===== src/rtl/mem_arb_pkg.sv =====
// mem_arb_pkg: shared types for the unified memory arbiter.
// The latched command is a packed struct so one register captures a whole request.
package mem_arb_pkg;
   localparam int AW = 32;
   localparam int DW = 32;
   typedef enum logic [1:0] {IDLE, ISSUE, RESP} arb_state_t;
   typedef enum logic {REQ_IF = 1'b0, REQ_D = 1'b1} req_id_t;
   typedef struct packed {
      logic [AW-1:0]   addr;
      logic            we;
      logic [DW-1:0]   wdata;
      logic [DW/8-1:0] be;
   } cmd_t;
endpackage


===== src/rtl/rr_pick2.sv =====
// rr_pick2: two-way round-robin pick; on a tie the port not granted last wins.
module rr_pick2
   import mem_arb_pkg::*;
(
   input  logic    i_req_if,
   input  logic    i_req_d,
   input  req_id_t i_last,
   output req_id_t o_gnt,
   output logic    o_valid
);
   assign o_valid = i_req_if | i_req_d;
   assign o_gnt   = (i_req_if & i_req_d) ? ((i_last == REQ_IF) ? REQ_D : REQ_IF)
                                         : (i_req_d ? REQ_D : REQ_IF);
endmodule


===== src/rtl/unified_mem_arbiter.sv =====
// unified_mem_arbiter: serialises fetch and load/store accesses onto one
// single-port synchronous memory through an IDLE/ISSUE/RESP sequence.
module unified_mem_arbiter
   import mem_arb_pkg::*;
(
   input  logic            clk,
   input  logic            reset,
   input  logic            if_req,
   input  logic [AW-1:0]   if_addr,
   output logic            if_ack,
   output logic [DW-1:0]   if_rdata,
   input  logic            d_req,
   input  logic            d_we,
   input  logic [AW-1:0]   d_addr,
   input  logic [DW-1:0]   d_wdata,
   input  logic [DW/8-1:0] d_be,
   output logic            d_ack,
   output logic [DW-1:0]   d_rdata,
   output logic            mem_en,
   output logic            mem_we,
   output logic [AW-1:0]   mem_addr,
   output logic [DW-1:0]   mem_wdata,
   output logic [DW/8-1:0] mem_be,
   input  logic [DW-1:0]   mem_rdata,
   output logic            stall,
   output logic            gnt_id
);
   arb_state_t    r_state, w_next;
   cmd_t          r_cmd, w_cmd;
   req_id_t       r_gnt, r_last, w_pick;
   logic          w_pick_valid, w_req_if, w_req_d, w_issue, w_resp, w_load;
   logic [DW-1:0] r_if_rdata, r_d_rdata;

   assign w_issue  = r_state == ISSUE;
   assign w_resp   = r_state == RESP;
   // mask the port being acked so the other one can take the very next slot
   assign w_req_if = if_req & ~(w_resp & (r_gnt == REQ_IF));
   assign w_req_d  = d_req & ~(w_resp & (r_gnt == REQ_D));

   rr_pick2 u_pick (
      .i_req_if (w_req_if),
      .i_req_d  (w_req_d),
      .i_last   (r_last),
      .o_gnt    (w_pick),
      .o_valid  (w_pick_valid)
   );

   assign w_load = ~w_issue & w_pick_valid;
   assign w_cmd  = (w_pick == REQ_D) ? cmd_t'{addr: d_addr, we: d_we, wdata: d_wdata, be: d_be}
                                     : cmd_t'{addr: if_addr, we: 1'b0, wdata: '0, be: '1};

   always_comb begin
      w_next = w_issue ? RESP : (w_pick_valid ? ISSUE : IDLE);
   end

   always_ff @(posedge clk or negedge reset) begin
      if (!reset) begin
         r_state    <= IDLE;
         r_cmd      <= '0;
         r_gnt      <= REQ_IF;
         r_last     <= REQ_IF;
         r_if_rdata <= '0;
         r_d_rdata  <= '0;
      end else begin
         r_state <= w_next;
         if (w_load) begin
            r_cmd  <= w_cmd;
            r_gnt  <= w_pick;
            r_last <= w_pick;
         end
         if (if_ack) r_if_rdata <= mem_rdata;
         if (d_ack & ~r_cmd.we) r_d_rdata <= mem_rdata;
      end
   end

   assign if_ack    = w_resp & (r_gnt == REQ_IF);
   assign d_ack     = w_resp & (r_gnt == REQ_D);
   assign if_rdata  = if_ack ? mem_rdata : r_if_rdata;
   assign d_rdata   = (d_ack & ~r_cmd.we) ? mem_rdata : r_d_rdata;
   // memory side is driven only from the latched command, zero outside ISSUE
   assign mem_en    = w_issue;
   assign mem_we    = w_issue & r_cmd.we;
   assign mem_addr  = w_issue ? (r_cmd.addr & ~AW'(3)) : '0;
   assign mem_wdata = w_issue ? r_cmd.wdata : '0;
   assign mem_be    = w_issue ? r_cmd.be : '0;
   assign stall     = (if_req & ~if_ack) | (d_req & ~d_ack);
   assign gnt_id    = r_gnt;
endmodule


===== config.mk =====
export PLATFORM = sky130hd
export DESIGN_NAME = unified_mem_arbiter
export DESIGN_NICKNAME = d
export VERILOG_FILES = /design/src/rtl/mem_arb_pkg.sv /design/src/rtl/rr_pick2.sv /design/src/rtl/unified_mem_arbiter.sv
export SDC_FILE = /design/constraint.sdc
export NUM_CORES = 1
export LEC_CHECK = 0
export ABC_AREA = 1
export ABC_CLOCK_PERIOD_IN_PS = 5000
export CORE_ASPECT_RATIO = 1.4
export CORE_MARGIN = 5
export CORE_UTILIZATION = 46
export DETAILED_ROUTE_END_ITERATION = 6
export PLACE_DENSITY_LB_ADDON = 0.1
export RECOVER_POWER = 100
export SLEW_MARGIN = 20
export SYNTH_ARGS = -nofsm -noshare
export SYNTH_HDL_FRONTEND = slang
export SYNTH_SLANG_ARGS = --single-unit

===== constraint.sdc =====
create_clock -name clk -period 5 [get_ports clk]
set_clock_uncertainty 0.2 [all_clocks]
set_input_delay 0.75 -clock clk [delete_from_list [all_inputs] [get_ports clk]]
set_output_delay 0.75 -clock clk [all_outputs]
set_load 0.005 [all_outputs]

==> metrics <==
internal power=3.386 mW; setup_tns=0 ns; core area=13780 um2; crit path time final=4.294 ns; Mapped Area=6386 um2; gpl congestion=0.8021; IO buf count=268; Die H=149.4 um; clk_lat worst skew=0.42 ns; DRT antenna net count=0; Post-DP HPWL=13150 um; CTS tree=done; die area=16370 um2; initial antenna violation count=1; critical-path maximum fanout=42; first-pass GRT wire length=29220 um; gr usage total=0.2311; H-tree levels=4; Filler cells=1214; ranking of synthesized cells by area=dfrtp_1, nand2_1, inv_1; Placed Cells=1278; Reg power frac=0.331; largest net degree at the start of global routing=around 100; DR pass1 iterations=4; sw frac=0.3754; Sink Count=134; Syn. warnings=0; CTS max path bufs=2; Worst Path Required=4.05 ns; grt total ovfl=0; DRC viols=0; Mapped Cells=866; vias=6045; DR iter-0 viols=212; CP Capture Type=output port; Num CTS Buffers=17; Hold Vio Cnt, Final=0; final std cells w/o fill=around 1300; maxcap violations=2; startpoint type of the worst setup path=flip-flop; Synth Area per Inst=7.374 um2; CTS Hold Bufs=0; Leak=4.992 nW; commonest non-fill, non-tap cell in the layout=nand2_1; Setup Fix Bufs, Post-CTS=0; FF+latch count, synth=134; clock network fraction of total power=0.222; post-CTS resize count=0; most frequent cells in the layout=nand2_1, clkdlybuf4s50_1, inv_1, dfrtp_1, nor2_1; clk root buf=clkbuf_16; Area Growth Syn to Fin=51.16%; Worst-path clk slew=0.06 ns; CP arrival=3.34 ns; Slew headroom=-0.7119; Total Wirelength=roughly 19000 um; Cell variety after synth=21; Via density=4.611; wire length per cell=14.41 um; post-synthesis sequential area ratio=0.5251; IO Count=275; ratio of cells with drive above 1 in the final layout=0.04089; worst-margin pin slew=around 2.6 ns; switching power total=2.035 mW; violated checks=max-capacitance violations, max-slew violations; Final period util=0.8588; power per cell area=561.6 nW/um2; fmax=232.9 MHz; Initial Util=0.4633; Die X=around 110 um; Setup CP Type=reg2out; status=complete, but fails checks; Setup-failing EPs final=0; part of the power in combinational logic=0.447; Std-Cell Rows=51; Hold WC Path Type=reg2reg; area leader, netlist=dfrtp_1; Net count, final=1249; RSZ-0062 raised after global routing=no; VDD IR max=0.2843 mV; top-area cell type share of the netlist area=0.5251; number of global-route vias before repair=5813; Max Slew Vio Count=127; post-layout util=0.7003
[sequential cells by signal, indices dropped and copies added (netlist names)]
signal / count
r_if_rdata: 32
r_d_rdata: 32
r_last: 1
r_cmd: 67
r_state: 2
[area by class of cell]
type | instances | area [um2] | share of cell area
Tap cell | 185 | 231.5 | 0.02398
Timing Repair Buffer | 278 | 2739 | 0.2837
Multi-Input combinational cell | 541 | 2228 | 0.2308
Clock buffer | 18 | 439.2 | 0.04550
Clock inverter | 14 | 133.9 | 0.01387
Antenna cell | 1 | 2.502 | 0.0002592
Inverter | 140 | 525.5 | 0.05444
Sequential cell | 134 | 3353 | 0.3474
[cell families after synthesis]
group / after synthesis / synth area share
other cells: 1 / 0.0005872
compound gates: 64 / 0.05192
buf+inv: 192 / 0.1232
simple gates: 475 / 0.2992
flops: 134 / 0.5251
[Yosys cell counts, drive strengths merged]
cell type and n:
dfrtp 134, nand3b 1, o21ai 32, nor2 133
clkbuf 12, conb 1, a21oi 32, nand3 7
inv 140, nand2 300, nand4 34, buf 40
[worst max-delay path: stages (launching register included)]
cell           delay (ns)
dfrtp_1              0.36
inv_1                0.09
nor2_1               0.09
inv_1                0.97
clkbuf_2             0.71
nor2_1               0.07
dlygate4sd3_1        0.62
[power by group through the flow]
| stage | clock network, mW | registers, mW | logic, mW |
|---|---|---|---|
| 2_1_floorplan | 0 | 1.76 | 1.28 |
| 3_3_place_gp | 0 | 1.80 | 2.61 |
| 3_5_place_dp | 0 | 1.81 | 2.65 |
| 4_1_cts | 1.22 | 1.80 | 2.67 |
| 5_1_grt | 1.28 | 1.85 | 2.73 |
| 6_report | 1.20 | 1.80 | 2.42 |
[layer usage]
layer | global-route usage | part of all wire | up-vias
met5 | 0 | 0 | -
met4 | 0.07299 | 0.022 | 0
met3 | 0.08071 | 0.081 | 28
met2 | 0.3936 | 0.51 | 198
met1 | 0.2712 | 0.39 | 2753
li1 | - | - | 3066
[final timing paths]
path,cells after the start,slack (ns),startpoint,to
max,6,0.71,r_state[0],mem_wdata[5]
min,2,0.27,r_cmd[1],r_cmd[1]
max reg2reg,7,1.09,r_last,r_cmd[31]
min reg2reg,2,0.27,r_cmd[1],r_cmd[1]
max in group asynchronous,2,1.72,reset,r_cmd[41]
min in group asynchronous,1,0.91,reset,r_if_rdata[7]
[stage by stage]
step	area, um2	setup slack [ns]	power [mW]	hold WS, ns
global placement	9124	1.615	4.403	0.2565
detailed placement	9124	1.495	4.469	0.2632
finish	9653	0.7058	5.421	0.2705
CTS	9697	1.066	5.693	0.2734
global route	9653	0.4267	5.860	0.2880
floorplan	6390	2.809	3.043	0.2419
No activity file was read; power rests on OpenSTA's default activity.
